<file path="src/rtl/uart_apb_host_pkg.sv">
// Shared constants and state types for the CoreUARTapb host controller.
package uart_apb_host_pkg;

    // CoreUARTapb register offsets
    localparam logic [4:0] AddrTxdata = 5'h00;
    localparam logic [4:0] AddrRxdata = 5'h04;
    localparam logic [4:0] AddrCtrl1  = 5'h08;
    localparam logic [4:0] AddrCtrl2  = 5'h0C;
    localparam logic [4:0] AddrStatus = 5'h10;

    // STATUS register bits
    localparam int unsigned StatTxRdy   = 0;
    localparam int unsigned StatRxRdy   = 1;
    localparam int unsigned StatParity  = 2;
    localparam int unsigned StatOverflw = 3;
    localparam int unsigned StatFraming = 4;

    // ERR_FLAGS bits
    localparam int unsigned ErrParity  = 0;
    localparam int unsigned ErrOverflw = 1;
    localparam int unsigned ErrFraming = 2;
    localparam int unsigned ErrBus     = 3;

    typedef enum logic [2:0] {
        StCfg1,
        StCfg2,
        StPoll,
        StRxRd,
        StTxWr,
        StGap
    } ctrl_state_e;

    typedef enum logic [1:0] {
        PhIdle,
        PhSetup,
        PhAccess
    } apb_phase_e;

endpackage

</file>
<file path="src/rtl/uart_apb_host_apb.sv">
// APB initiator phase engine: IDLE -> SETUP -> ACCESS with a PREADY timeout.
// done/err/aborted are single-cycle strobes during the final ACCESS cycle.
module apb_master_phase
    import uart_apb_host_pkg::*;
#(
    parameter int unsigned TIMEOUT = 16
) (
    input  logic       PCLK,
    input  logic       PRESETN,
    input  logic       start,
    input  logic [4:0] addr,
    input  logic       write,
    input  logic [7:0] wdata,
    output logic       busy,
    output logic       done,
    output logic       err,
    output logic       aborted,
    output logic [7:0] rdata,
    output logic [4:0] PADDR,
    output logic       PSEL,
    output logic       PENABLE,
    output logic       PWRITE,
    output logic [7:0] PWDATA,
    input  logic [7:0] PRDATA,
    input  logic       PREADY,
    input  logic       PSLVERR
);

    localparam int unsigned TmoW = $clog2(TIMEOUT + 1);

    apb_phase_e      phase_q;
    logic [TmoW-1:0] wait_q;
    logic            tmo_hit;

    // Completion and abort strobes, decoded from the current ACCESS cycle
    always_comb begin
        tmo_hit = (phase_q == PhAccess) && !PREADY && (wait_q == TmoW'(TIMEOUT - 1));
        done    = (phase_q == PhAccess) && (PREADY || tmo_hit);
        err     = ((phase_q == PhAccess) && PREADY && PSLVERR) || tmo_hit;
        aborted = tmo_hit;
        busy    = (phase_q != PhIdle);
        rdata   = PRDATA;
    end

    // Phase sequencing; address/data are latched at launch and held to completion
    always_ff @(posedge PCLK or negedge PRESETN) begin
        if (!PRESETN) begin
            phase_q <= PhIdle;
            wait_q  <= '0;
            PSEL    <= 1'b0;
            PENABLE <= 1'b0;
            PWRITE  <= 1'b0;
            PADDR   <= '0;
            PWDATA  <= '0;
        end else begin
            case (phase_q)
                PhIdle: begin
                    if (start) begin
                        phase_q <= PhSetup;
                        PSEL    <= 1'b1;
                        PADDR   <= addr;
                        PWRITE  <= write;
                        PWDATA  <= wdata;
                    end
                end
                PhSetup: begin
                    phase_q <= PhAccess;
                    PENABLE <= 1'b1;
                    wait_q  <= '0;
                end
                PhAccess: begin
                    if (done) begin
                        phase_q <= PhIdle;
                        PSEL    <= 1'b0;
                        PENABLE <= 1'b0;
                    end else begin
                        wait_q <= wait_q + 1'b1;
                    end
                end
                default: phase_q <= PhIdle;
            endcase
        end
    end

endmodule

</file>
<file path="src/rtl/uart_apb_host.sv">
// APB host for one CoreUARTapb: configures baud/format, then polls STATUS and
// bridges the TX/RX valid/ready streams to the TXDATA/RXDATA registers.
module uart_apb_host
    import uart_apb_host_pkg::*;
#(
    parameter int unsigned BAUD_VALUE = 1,
    parameter int unsigned PRG_BIT8   = 1,
    parameter int unsigned PRG_PARITY = 0,
    parameter int unsigned CONFIG_EN  = 1,
    parameter int unsigned POLL_GAP   = 4,
    parameter int unsigned TIMEOUT    = 16
) (
    input  logic       PCLK,
    input  logic       PRESETN,
    output logic [4:0] PADDR,
    output logic       PSEL,
    output logic       PENABLE,
    output logic       PWRITE,
    output logic [7:0] PWDATA,
    input  logic [7:0] PRDATA,
    input  logic       PREADY,
    input  logic       PSLVERR,
    input  logic [7:0] TX_DATA,
    input  logic       TX_VALID,
    output logic       TX_READY,
    output logic [7:0] RX_DATA,
    output logic       RX_VALID,
    input  logic       RX_READY,
    output logic [3:0] ERR_FLAGS,
    input  logic       ERR_CLR,
    output logic       CFG_DONE
);

    localparam logic [12:0] Baud     = BAUD_VALUE[12:0];
    localparam logic [7:0]  Ctrl1Val = Baud[7:0];
    localparam logic [7:0]  Ctrl2Val = {Baud[12:8], PRG_PARITY == 2, PRG_PARITY != 0,
                                        PRG_BIT8 != 0};
    localparam int unsigned GapW     = (POLL_GAP > 1) ? $clog2(POLL_GAP) : 1;

    ctrl_state_e     state_q;
    logic [GapW-1:0] gap_q;
    logic            cfg_done_q;
    logic [7:0]      rx_data_q;
    logic            rx_valid_q;
    logic [3:0]      err_q;
    logic [3:0]      err_set;

    logic            start;
    logic [4:0]      addr;
    logic            write;
    logic [7:0]      wdata;
    logic            busy;
    logic            done;
    logic            eng_err;
    logic            aborted;
    logic [7:0]      rdata;

    apb_master_phase #(
        .TIMEOUT (TIMEOUT)
    ) u_apb (
        .PCLK    (PCLK),
        .PRESETN (PRESETN),
        .start   (start),
        .addr    (addr),
        .write   (write),
        .wdata   (wdata),
        .busy    (busy),
        .done    (done),
        .err     (eng_err),
        .aborted (aborted),
        .rdata   (rdata),
        .PADDR   (PADDR),
        .PSEL    (PSEL),
        .PENABLE (PENABLE),
        .PWRITE  (PWRITE),
        .PWDATA  (PWDATA),
        .PRDATA  (PRDATA),
        .PREADY  (PREADY),
        .PSLVERR (PSLVERR)
    );

    // Transfer request for the current state; each state launches once, from an idle engine
    always_comb begin
        start    = 1'b0;
        addr     = AddrStatus;
        write    = 1'b0;
        wdata    = 8'h00;
        TX_READY = 1'b0;
        case (state_q)
            StCfg1: begin
                start = !busy;
                addr  = AddrCtrl1;
                write = 1'b1;
                wdata = Ctrl1Val;
            end
            StCfg2: begin
                start = !busy;
                addr  = AddrCtrl2;
                write = 1'b1;
                wdata = Ctrl2Val;
            end
            StPoll: start = !busy;
            StRxRd: begin
                start = !busy;
                addr  = AddrRxdata;
            end
            StTxWr: begin
                // The byte is taken only when the write is actually launched
                start    = !busy && TX_VALID;
                addr     = AddrTxdata;
                write    = 1'b1;
                wdata    = TX_DATA;
                TX_READY = start;
            end
            StGap: start = (gap_q == GapW'(POLL_GAP - 1));
            default: start = 1'b0;
        endcase
    end

    // Sticky error sources: bus errors on any transfer, UART errors from STATUS reads
    always_comb begin
        err_set         = 4'b0000;
        err_set[ErrBus] = eng_err;
        if (state_q == StPoll && done && !aborted) begin
            err_set[ErrFraming:ErrParity] = rdata[StatFraming:StatParity];
        end
    end

    // Controller FSM with registered stream/flag outputs
    always_ff @(posedge PCLK or negedge PRESETN) begin
        if (!PRESETN) begin
            state_q    <= (CONFIG_EN != 0) ? StCfg1 : StPoll;
            gap_q      <= '0;
            cfg_done_q <= 1'b0;
            rx_data_q  <= 8'h00;
            rx_valid_q <= 1'b0;
            err_q      <= 4'h0;
        end else begin
            if (CONFIG_EN == 0) begin
                cfg_done_q <= 1'b1;
            end
            err_q <= ERR_CLR ? 4'h0 : (err_q | err_set);
            if (rx_valid_q && RX_READY) begin
                rx_valid_q <= 1'b0;
            end
            case (state_q)
                StCfg1: if (done) state_q <= StCfg2;
                StCfg2: begin
                    if (done) begin
                        cfg_done_q <= 1'b1;
                        state_q    <= StPoll;
                    end
                end
                StPoll: begin
                    if (done) begin
                        if (aborted) begin
                            state_q <= StPoll;
                        end else if (rdata[StatRxRdy] && !rx_valid_q) begin
                            state_q <= StRxRd;
                        end else if (rdata[StatTxRdy] && TX_VALID) begin
                            state_q <= StTxWr;
                        end else if (POLL_GAP == 0) begin
                            state_q <= StPoll;
                        end else begin
                            state_q <= StGap;
                            gap_q   <= '0;
                        end
                    end
                end
                StRxRd: begin
                    if (done) begin
                        if (!aborted) begin
                            rx_data_q  <= rdata;
                            rx_valid_q <= 1'b1;
                        end
                        state_q <= StPoll;
                    end
                end
                StTxWr: begin
                    // Leave on completion, or without a transfer if the byte was withdrawn
                    if (done || (!busy && !TX_VALID)) begin
                        state_q <= StPoll;
                    end
                end
                StGap: begin
                    if (gap_q == GapW'(POLL_GAP - 1)) begin
                        state_q <= StPoll;
                    end else begin
                        gap_q <= gap_q + 1'b1;
                    end
                end
                default: state_q <= StPoll;
            endcase
        end
    end

    assign RX_DATA   = rx_data_q;
    assign RX_VALID  = rx_valid_q;
    assign ERR_FLAGS = err_q;
    assign CFG_DONE  = cfg_done_q;

endmodule

</file>
<file path="config.mk">
export PLATFORM = sky130hd
export DESIGN_NAME = uart_apb_host
export DESIGN_NICKNAME = d
export VERILOG_FILES = /design/src/rtl/uart_apb_host_pkg.sv /design/src/rtl/uart_apb_host_apb.sv /design/src/rtl/uart_apb_host.sv
export SDC_FILE = /design/constraint.sdc
export NUM_CORES = 1
export LEC_CHECK = 0
export ABC_AREA = 1
export CORE_UTILIZATION = 43
export CTS_CLUSTER_DIAMETER = 60
export CTS_CLUSTER_SIZE = 8
export DETAILED_ROUTE_END_ITERATION = 6
export HOLD_SLACK_MARGIN = 0.03
export PLACE_DENSITY = 0.76
export SYNTH_ARGS = -nofsm -noshare
export SYNTH_HDL_FRONTEND = slang
export SYNTH_SLANG_ARGS = --single-unit
</file>
<file path="constraint.sdc">
create_clock -name PCLK -period 1.75 [get_ports PCLK]
set_input_delay 0.2625 -clock PCLK [delete_from_list [all_inputs] [get_ports PCLK]]
set_output_delay 0.2625 -clock PCLK [all_outputs]
set_load 0.02 [all_outputs]
</file>
==> impl_metrics.yaml <==
global_routing:
  grt_pass1_vias: 1447
  grt_first_pass_wirelength_um: 6370
  antenna_found_initial: 0
  grt_overflow_total: 0
  grtUsageTotal_pct: 18.7
  grt_max_degree: 41
cts:
  cts_root_buf: "clkbuf_8"
  cts_tree: "yes"
  htreeDepth: 2
  cts_sinks: 40
  clkTransAtPathRegs_ns: 0.08
  numCtsBuffers: 5
  ctsHoldBuffers: 0
  clockBufferDepth: 2
  clk_latency_ns: 0.30
power:
  switching_share_pct: 37.8
  irDropWorstVdd_mv: 0.696
  powerDensity_nw_per_um2: 1450
  p_int_mw: 2.39
  pwr-share-clk_pct: 21.4
  p_leak_nw: 1.41
  p_comb_share_pct: 43.9
  seq_power_share_pct: 34.8
  p_switching_mw: 1.45
layout:
  drive_above_1_share_pct: 9.97
  final_util_pct: 64.1
  layout.nets: 336
  area_delta_synth_final_pct: 37.9
  final_area_um2: 2660
  nFillCells: 379
  antenna_cells: 0
logic_synthesis:
  synth_edf_count: 0
  yosysSeqAreaShare_pct: 52.0
  async_flop_share_pct: 100
  synth_top_area_share_pct: 52.0
  synth_flop_cell: "dfrtp_1"
  yosysTopAreaCell: "dfrtp_1"
  syn_area_per_cell_um2: 7.80
  synth_area_um2: 1930
  yosys_register_bits: 40
  ys_warn_count: 0
  syn_inst: 247
  synthTopCellsByArea: "dfrtp_1 (52%), nand2_1 (17%), inv_1 (6.4%)"
  synth_most_common_cell: "nand2_1"
  yosysUniqueCellTypes: 24
  netlist_top_cells_count: "nand2_1 (85), dfrtp_1 (40), inv_1 (33), nor2_1 (25), nand3_1 (23)"
worst_setup_path:
  crit_family: "simple AND/OR/NAND/NOR gates"
  worst_path_most_repeated_cell: "nand2_1"
  start_kind: "flop"
  cp_max_fo: 4
  end_kind: "flop"
  cp_slowest_cell: "dfrtp_1"
  worstPathCellList: "ha_1 > nand2_1 > nor2_1 > ha_1 > inv_1 > nor2_1 > nand2_1 > nand2_1 > nand2_1 > nand2_1 > nand3_1 > nand2_1"
  worstSetupPathType: "reg -> reg"
  critPathBufInv: 1
  worstSetupStartpoint: "u_apb.wait_q[0]"
  rrSetupSlack_ns: 0.11
  crit_required_ns: 1.94
  r2r-start: "u_apb.wait_q[0]"
  rr_worst_depth: 12
  arrival_ns: 1.83
  cp_slowest_stage_delay_ns: 0.41
  reg2reg_to: "state_q[1]"
timing:
  min_period_ns: 1.64
  tightest_slew_ns: 0.506
  skew_ns: 0.00639
  max_freq_mhz: 610
  hold_viol: 0
  period_share_pct: 93.7
  finalSetupViolations: 0
  rsz0062_at_grt: "no"
  slew_headroom_pct: 66.3
  slew_viol_final: 0
flow_run:
  drv_cap: 0
place:
  place_area_um2: 2520
  gp_congestion: 0.901
  dp_hpwl_um: 2980
  port_buffers: 51
drt:
  drt_pass1_iterations: 5
  routed_via_density: 4.67
  finalWirelength_um: 4110
  num_vias: 1686
  wire_per_inst_um: 11.4
  drc_errors: 0
  antenna_left: 0
  drtIter0Drc: 99
worst_hold_path:
  min_path_type: "in -> async"
floorplanning:
  die_h_um: 68.9
  start_util_pct: 46.5
  rows: 23
  ios: 54
  die_area_um2: 4750
  die_x_um: 68.9
  coreArea_um2: 4140
run_status:
  outcome: "finished, final reports clean"
-- layout make-up --
cell class	instances	area [um2]	area share (%)
clock buffers	7	96.3	3.63
clock inverters	1	30.0	1.13
inverters	34	128	4.81
multi-input cells	167	754	28.4
flip-flops and latches	40	1000	37.7
well taps	50	62.6	2.36
repair buffers	62	583	22.0
-- state kept, by name (all words and copies together) (netlist names) --
signal,flops
ERR_FLAGS,4
u_apb.phase_q,2
u_apb.PWDATA,8
RX_VALID,1
u_apb.PENABLE,1
RX_DATA,8
u_apb.wait_q,5
u_apb.PSEL,1
u_apb.PWRITE,1
u_apb.PADDR,3
state_q,3
gap_q,2
CFG_DONE,1
-- cell usage in the layout (no fill, tap or decap) --
| master | n |
|---|---|
| nand2_1 | 84 |
| clkbuf_2 | 1 |
| clkbuf_8 | 7 |
| ha_1 | 3 |
| o21ai_0 | 7 |
| nand2_2 | 3 |
| bufinv_16 | 1 |
| o21ai_1 | 6 |
| buf_2 | 1 |
| clkdlybuf4s50_1 | 49 |
| dfrtp_1 | 40 |
| nand3_1 | 22 |
| conb_1 | 2 |
| buf_4 | 11 |
| nor2_2 | 1 |
| o21bai_1 | 2 |
| inv_2 | 1 |
| nor2_4 | 1 |
| o22ai_1 | 1 |
| nor2_1 | 25 |
| nor3_1 | 1 |
| or2_2 | 1 |
| inv_1 | 33 |
| nand4_1 | 1 |
| a21oi_1 | 4 |
| nand3_2 | 3 |
-- logic make-up (layout without fill, tap and decap cells) --
family | count (synthesis) | in the layout | share of synthesized area (%)
adder cells (fa/ha/maj) | 3 | 3 | 1.95
AND/OR/NAND/NOR | 142 | 142 | 30.9
other | 1 | 2 | 0.195
flip-flops | 40 | 40 | 52.0
AO/OA/AOI/OAI | 20 | 20 | 5.52
buffers and inverters | 41 | 104 | 9.42
-- how the worst max path moves through the flow --
stage	end	slack [ns]	cells past startpoint
6_report	state_q[1]	0.11	12
5_1_grt	u_apb.wait_q[0]	0.005	10
4_1_cts	u_apb.wait_q[0]	0.01	10
3_5_place_dp	TX_READY	-0.17	6
3_3_place_gp	TX_READY	-0.17	6
2_1_floorplan	state_q[0]	0.13	8
-- per-layer routing --
metal	global-route usage [%]	wire length [um]	vias to the layer above
met2	30.8	1900	62
met5	0	0	-
met3	6.74	294	8
met4	5.87	57	0
li1	-	-	879
met1	22.6	1860	737
-- per-stage QoR --
step / worst slack, ns / setup TNS [ns] / total power, mW / instances / hold WS, ns
2_1_floorplan: 0.131 / 0 / 2.37 / 248 / -0.0331
3_3_place_gp: -0.168 / -0.168 / 2.97 / 352 / 0.348
3_5_place_dp: -0.172 / -0.172 / 3.01 / 352 / 0.366
4_1_cts: 0.0119 / 0 / 3.85 / 360 / 0.0481
5_1_grt: 0.00501 / 0 / 4.12 / 361 / 0.0646
6_report: 0.110 / 0 / 3.84 / 361 / 0.0238
-- power groups by stage --
stage	logic (mW)	clock network [mW]	registers (mW)
floorplan	0.809	0	1.56
global placement	1.63	0	1.35
detailed placement	1.67	0	1.35
CTS	1.67	0.841	1.34
global route	1.88	0.877	1.37
finish	1.68	0.821	1.33
-- timing repair --
| item | 4_1_cts | 5_1_grt |
|---|---|---|
| setup buffers | 0 | 1 |
| pin swaps | 0 | 1 |
| endpoints found under the setup margin | 1 | 6 |
| gates cloned | 0 | 0 |
| gates resized for setup | 1 | 5 |
No activity file was read; power rests on OpenSTA's default activity.
